## src/rtl/muldiv_pkg.sv

```systemverilog
// Shared constants for the multiply/divide sequencer and the unit benches:
// FSM state encoding and the default iteration counts.
package muldiv_pkg;

  // FSM state encoding (2 bits, legacy-compatible numeric values)
  localparam logic [1:0] S_IDLE = 2'd0;
  localparam logic [1:0] S_MULT = 2'd1;
  localparam logic [1:0] S_DIV  = 2'd2;
  localparam logic [1:0] S_DONE = 2'd3;

  // Multiplier needs 33 iterations plus one output cycle; divider matches
  localparam int MULT_CYCLES_DEF = 34;
  localparam int DIV_CYCLES_DEF  = 34;

endpackage

```

## src/rtl/muldiv_ctrl.sv

```systemverilog
// Sequencer for the multi-cycle multiply/divide units and owner of the
// architectural HI/LO registers. Holds the unit enable for a fixed number of
// cycles, captures the result into HI/LO, and stalls the CPU via busy.
// All status outputs decode from registered state only.
module muldiv_ctrl
  import muldiv_pkg::*;
#(
  parameter int MULT_CYCLES = muldiv_pkg::MULT_CYCLES_DEF,
  parameter int DIV_CYCLES  = muldiv_pkg::DIV_CYCLES_DEF,
  parameter int CNT_W       = 6
) (
  input  logic        clk,
  input  logic        reset,
  input  logic        start_mult,
  input  logic        start_div,
  input  logic        divisor_zero,
  input  logic [31:0] mult_hi,
  input  logic [31:0] mult_lo,
  input  logic [31:0] div_hi,
  input  logic [31:0] div_lo,
  input  logic        hi_we,
  input  logic        lo_we,
  input  logic [31:0] hi_wdata,
  input  logic [31:0] lo_wdata,
  output logic        multOp,
  output logic        divOp,
  output logic        busy,
  output logic        done,
  output logic        div0,
  output logic [31:0] hi,
  output logic [31:0] lo
);

  // Counter value on the final cycle of each operation
  localparam logic [CNT_W-1:0] MULT_LAST = CNT_W'(MULT_CYCLES - 1);
  localparam logic [CNT_W-1:0] DIV_LAST  = CNT_W'(DIV_CYCLES - 1);

  logic [1:0]       state_reg, state_next;
  logic [CNT_W-1:0] cnt_reg,   cnt_next;
  logic [31:0]      hi_reg,    hi_next;
  logic [31:0]      lo_reg,    lo_next;
  logic             div0_reg,  div0_next;

  // Next-state, counter and HI/LO update logic
  always_comb begin
    state_next = state_reg;
    cnt_next   = cnt_reg;
    hi_next    = hi_reg;
    lo_next    = lo_reg;
    div0_next  = 1'b0;
    case (state_reg)
      S_IDLE: begin
        // MTHI/MTLO only land while idle; a coincident start is still taken
        if (hi_we) hi_next = hi_wdata;
        if (lo_we) lo_next = lo_wdata;
        if (start_mult) begin
          // MULT has priority over a simultaneous DIV request
          state_next = S_MULT;
          cnt_next   = '0;
        end else if (start_div) begin
          if (divisor_zero) begin
            // Skip the divider entirely; HI/LO are left untouched
            state_next = S_DONE;
            div0_next  = 1'b1;
          end else begin
            state_next = S_DIV;
            cnt_next   = '0;
          end
        end
      end
      S_MULT: begin
        cnt_next = cnt_reg + CNT_W'(1);
        if (cnt_reg == MULT_LAST) begin
          hi_next    = mult_hi;
          lo_next    = mult_lo;
          state_next = S_DONE;
        end
      end
      S_DIV: begin
        cnt_next = cnt_reg + CNT_W'(1);
        if (cnt_reg == DIV_LAST) begin
          hi_next    = div_hi;   // remainder
          lo_next    = div_lo;   // quotient
          state_next = S_DONE;
        end
      end
      S_DONE: begin
        // Starts arriving here are dropped, not queued
        state_next = S_IDLE;
      end
      default: state_next = S_IDLE;
    endcase
  end

  // State registers; reset aborts any operation and clears HI/LO
  always_ff @(posedge clk) begin
    if (reset) begin
      state_reg <= S_IDLE;
      cnt_reg   <= '0;
      hi_reg    <= '0;
      lo_reg    <= '0;
      div0_reg  <= 1'b0;
    end else begin
      state_reg <= state_next;
      cnt_reg   <= cnt_next;
      hi_reg    <= hi_next;
      lo_reg    <= lo_next;
      div0_reg  <= div0_next;
    end
  end

  assign multOp = (state_reg == S_MULT);
  assign divOp  = (state_reg == S_DIV);
  assign busy   = (state_reg == S_MULT) || (state_reg == S_DIV);
  assign done   = (state_reg == S_DONE);
  assign div0   = div0_reg;
  assign hi     = hi_reg;
  assign lo     = lo_reg;

endmodule

```

## config.mk

```make
export PLATFORM = sky130hd
export DESIGN_NAME = muldiv_ctrl
export DESIGN_NICKNAME = d
export VERILOG_FILES = /design/src/rtl/muldiv_pkg.sv /design/src/rtl/muldiv_ctrl.sv
export SDC_FILE = /design/constraint.sdc
export NUM_CORES = 1
export LEC_CHECK = 0
export CORE_MARGIN = 4
export CORE_UTILIZATION = 34
export DETAILED_ROUTE_END_ITERATION = 12
export HOLD_SLACK_MARGIN = 0.08
export PLACE_DENSITY_LB_ADDON = 0.08
export SYNTH_ARGS = -nofsm -noshare
export SYNTH_HDL_FRONTEND = slang
export SYNTH_SLANG_ARGS = --single-unit
```

## constraint.sdc

```tcl
create_clock -name clk -period 1.9 [get_ports clk]
set_clock_uncertainty 0.2 [all_clocks]
set_input_delay 0.19 -clock clk [delete_from_list [all_inputs] [get_ports clk]]
set_output_delay 0.19 -clock clk [all_outputs]
set_load 0.1 [all_outputs]
```

; ---- After elaboration in Yosys (flattened, before gate mapping)
; Cells that the tools add are included.
[word_totals]
register_bits = 73
in_bits = 199
output_inout_bits = 69
word_cells = 47
[op_classes]
addsub = 1
eq_ne = 11
mux = 18
bitwise = 2
n_reduce_logical = 10
[op_table]
columns = cell, count
row1 = 2-to-1 mux 32 bit, 6
row2 = case mux 32 bit (3 select lines), 2
row3 = 2-to-1 mux 6 bit, 3
row4 = case mux 6 bit (2 select lines), 1
row5 = AND reduction 4 bit, 2
row6 = "adder 6 x 1 -> 6 bit, second input constant", 1
row7 = "equality test 6 bit, second input constant", 1
row8 = 2-to-1 mux 2 bit, 3
row9 = "inequality test 2 x 1 -> 1 bit, second input constant", 3
row10 = "inequality test 3 bit, second input constant", 2
row11 = case mux 2 bit (3 select lines), 1
row12 = "equality test 2 bit, second input constant", 2
row13 = "inequality test 2 bit, second input constant", 2
row14 = OR reduction 4 bit, 1
row15 = AND reduction 3 bit, 1
row16 = nonzero test 3 bit, 1
row17 = "equality test 2 x 1 -> 1 bit, second input constant", 1
row18 = logical NOT 2 bit, 1
row19 = 2-to-1 mux 1 bit, 2
row20 = NOT 1 bit, 2
row21 = AND reduction 2 bit, 1
row22 = nonzero test 2 bit, 1
row23 = OR reduction 2 bit, 1
row24 = logical OR 1 bit, 1

; ---- Logic depth before layout (Yosys ltp)
[logic_depth]
depth_word = 4
ltp_mapped = 7
depth_no_buf = 6

; ---- Worst setup path after synthesis
; No wires, ideal clock.
[synth_timing]
path_kind = reg2reg
start = reg state_reg[0]
end = reg hi_reg[27] (netlist: hi[27])
arrival_time_ns = 2.479
t_required_ns = 1.584
slack_ns = -0.895
path_stages_with_launch = 7
synth_period_minus_slack_ns = 2.795
path_cell_list = dfxtp_1 -> inv_1 -> ha_1 -> buf_2 -> clkbuf_1 -> a2111oi_0 -> a31o_2
[synth_between]
elab_chain_cells = 3
[synth_lines]
columns = element, line
row1 = "start, declared", muldiv_ctrl.sv:38  ; logic [1:0] state_reg, state_next;
row2 = "start signal, assigned", muldiv_ctrl.sv:104  ; state_reg <= state_next;
row3 = "equality test 2 bit, or another cell as far along", muldiv_ctrl.sv:51  ; case (state_reg)
row4 = "inequality test 2 x 1 -> 1 bit (no source line), or another cell as far along", -
row5 = AND reduction 4 bit (no source line), -
row6 = "end signal, assigned", muldiv_ctrl.sv:106  ; hi_reg <= hi_next;
row7 = "end, declared", muldiv_ctrl.sv:40  ; logic [31:0] hi_reg, hi_next;
; Parallel ways exist; a longest one is shown, timed or not.
; A chain may end at the register's enable or synchronous reset.

; ---- Worst setup path after layout
[layout_timing]
start = reg state_reg[0]
end = reg hi_reg[11] (netlist: hi[11])
; Same word-level chain as after synthesis.

==> summary by stage <==
Run status
The flow ran to the end, but the final reports show violations. The checks that failed: setup timing.

CTS
The number of H-tree levels is 3. The number of hold-repair buffers added at the cts stage is 0. The total clock buffers created by CTS is 9. The clock latency on the worst-skew pair is 0.32 ns. The maximum clock insertion buffer count is 2. The clock input transition at the sequential cells of the worst setup and hold paths is 0.06 ns.

The number of sinks on the clock net is 73. The buffer type at the clock tree root is clkbuf_16. The clock tree from TritonCTS is built.

Floorplanning
The core region is 12210 µm². The initial utilization of the core area, before any placement, comes to 0.3544. The floorplan step defined a die boundary enclosing 14600 µm². For this design the top-level I/O count stands at 268. The vertical extent of the die is 120.8 µm.

The floorplan has 40 rows. From left edge to right edge, the die measures 120.8 µm.

Route
After detailed routing, the number of remaining DRC violations is 0. The via-per-instance ratio is 5.517. The length of the first detailed-routing pass in iterations is 5. The routed length per instance is 20.07 µm. In this run the remaining antenna-violating nets after routing total 0.

The number of violations reported at the end of detailed-routing iteration 0 is 216. The final layout contains routed wiring with a total length of 18.12 mm. The number of vias after detailed routing is 4982.

Yosys
The synthesized design contains 73 register bits. For this run, the register share of the synthesized area comes to 0.3377. The library cell occupying the most area in the post-synthesis netlist is dfxtp_1.

The mean instance size in the synthesized netlist is 9.726 µm². The unique cell type count in the Yosys netlist is 36. Synthesis produced a netlist with a net count of 651.

Ranked by total cell area, the synthesized netlist is headed by dfxtp_1 34%, a2111oi_2 18%, a31o_2 12%. The count of warnings emitted by yosys is 0. The mapped cell area is 4328 µm².

In the synthesized netlist the dominant register cell turns out to be dfxtp_1. The gate count of the mapped netlist is 445. The async set-reset flop share out of synthesis is 0. Of the post-synthesis cell area, the dominant cell type holds 0.3377.

The number of enable flip-flop cells after synthesis is 0.

Layout
Registers take 1469 µm². Of the cells placed in the final design, the portion with a size suffix greater than 1 is 0.3959. The relative area change from synthesis to final layout is 104.8%. The area used by multi-input combinational logic is 3343 µm².

The filler cells instantiated in the layout total 928. After the flow finishes, the layout carries non-filler instances totaling 903. The library cells used most frequently in the layout, excluding fill and tap cells, are 197 x clkdlybuf4s50_1, 84 x buf_4, 71 x dfxtp_1. The final antenna diode count is 0.

Leaving out fill and tap cells, the most frequent cell in the layout is clkdlybuf4s50_1. The number of nets in the layout is 937. The share of the core filled with cells is 0.7259.

Placed design
The post-placement worst setup slack is -0.1249 ns. The cell total after placement is 866. Routability-driven placement finished with a final weighted congestion of 0.8687. The wire-length estimate of the detail-placed layout is 12.53 mm. The count of buffers inserted at the top-level ports is 267.

Global route
The combined global-route utilization of all metal layers is 0.2265. The largest net degree at the start of global routing is 42. The number of global-route vias before repair came to 5157. The initial antenna violation count is 0. The total overflow left after global routing is 0.

The first-pass GRT wire length is 26.60 mm.

Critical path
In this run the register-to-register setup slack is -0.13 ns. The endpoint class of the critical path is a register. The maximum fanout encountered on the critical timing path is 8. The critical path data required time is 1.97 ns. The worst setup path is launched from a register. The worst register-to-register path begins at state_reg[0]$_SDFFE_PP0P_.

The worst path arrival time is 2.10 ns. The setup path with the least slack is of type reg -> reg. The worst-case reg-to-reg path depth is 9.

In this run the critical register-to-register path is captured at hi[11]$_SDFFE_PP0P_.

Flow run
The reported max-cap violation count is 0.

Hold path
The start point of the worst min-delay path is reset. The type of the tightest min-delay check is in -> reg. The capture endpoint of the worst hold path is cnt_reg[0]$_SDFFE_PP0P_. The worst hold path depth is 3.

STA
After layout, the minimum clock period comes to 2.026 ns. The count of endpoints failing hold in the final timing report was 0. For the pin with the worst max-slew slack, the measured transition is 0.4286 ns. The worst hold slack is 0.2610 ns. Setup violations remaining at the end of the flow were counted as 58.

The max-slew violation count came to 0. Setup repair after global routing could not meet its margin everywhere. The worst pin sits at a relative slew slack of 0.7139. Dividing the final minimum period by the clock period gives 1.066. Setup slack on the critical path of the routed design comes to -0.1261 ns.

The achievable clock frequency is 493.6 MHz.
[logic make-up after synthesis]
logic type,Yosys count,share of synthesized area
AOI/OAI and AO/OA,208,0.4764
adders and majority gates,7,0.02024
buffers and inverters,60,0.06100
DFF,73,0.3377
muxes,5,0.01301
and+or+nand+nor,92,0.09165
[area by class of cell]
| class | count | share of cell area |
|---|---|---|
| clock buffers | 12 | 0.02781 |
| clock inverters | 3 | 0.007339 |
| inverters | 4 | 0.002541 |
| multi-input cells | 312 | 0.3771 |
| flip-flops and latches | 73 | 0.1657 |
| well taps | 168 | 0.02371 |
| repair buffers | 331 | 0.3958 |
[per-stage QoR]
step	area (µm²)	TNS, ns
final	8865	-4.019
after global routing	8865	-8.294
after floorplan	4707	-5.088
after CTS	8444	-4.476
after detailed placement	7574	-2.774
after global placement	7574	-0.9466
[cells in the mapped netlist, types with 5 or more instances]
library cell,n
dfxtp_1,73
nor2_1,70
a22oi_1,64
a31o_2,58
a2111oi_2,52
clkbuf_1,31
buf_2,16
a2111oi_0,8
a31o_1,8
ha_1,7
nand2_1,7
buf_1,5
mux2_2,5
[layer usage]
| layer | vias up | global-route usage | wire length [µm] |
|---|---|---|---|
| met5 | - | 0 | 0 |
| met3 | 12 | 0.06455 | 1356 |
| met1 | 2402 | 0.2406 | 6879 |
| met4 | 0 | 0.05666 | 163 |
| li1 | 2374 | - | - |
| met2 | 194 | 0.4345 | 9720 |
[critical path, stage by stage (launching register included)]
cell	delay [ns]
dfxtp_4	0.38
inv_4	0.06
ha_4	0.20
o2bb2ai_4	0.20
buf_6	0.12
nand3_4	0.08
buf_12	0.17
clkbuf_16	0.18
a2111oi_2	0.22
a31o_2	0.16
[worst max path at each step]
stage                               from                   to  depth (start not counted)
2_1_floorplan  state_reg[1]$_SDFFE_PP0P_  hi[30]$_SDFFE_PP0P_                          6
3_3_place_gp   state_reg[1]$_SDFFE_PP0P_  hi[29]$_SDFFE_PP0P_                          6
3_5_place_dp   state_reg[1]$_SDFFE_PP0P_  hi[28]$_SDFFE_PP0P_                          6
4_1_cts        state_reg[1]$_SDFFE_PP0P_  lo[22]$_SDFFE_PP0P_                          8
5_1_grt        state_reg[0]$_SDFFE_PP0P_  hi[25]$_SDFFE_PP0P_                          9
6_report       state_reg[0]$_SDFFE_PP0P_  hi[11]$_SDFFE_PP0P_                          9
[repair_timing]
| item | in CTS | in global routing |
|---|---|---|
| endpoints found under the setup margin | 65 | 71 |
| gates cloned | 3 | 5 |
| pin swaps | 8 | 3 |
| setup buffers | 14 | 5 |
| gates resized for setup | 53 | 47 |
Power is not shown: default switching activity piles up to over one toggle a cycle in this logic, so the estimate is an artifact.
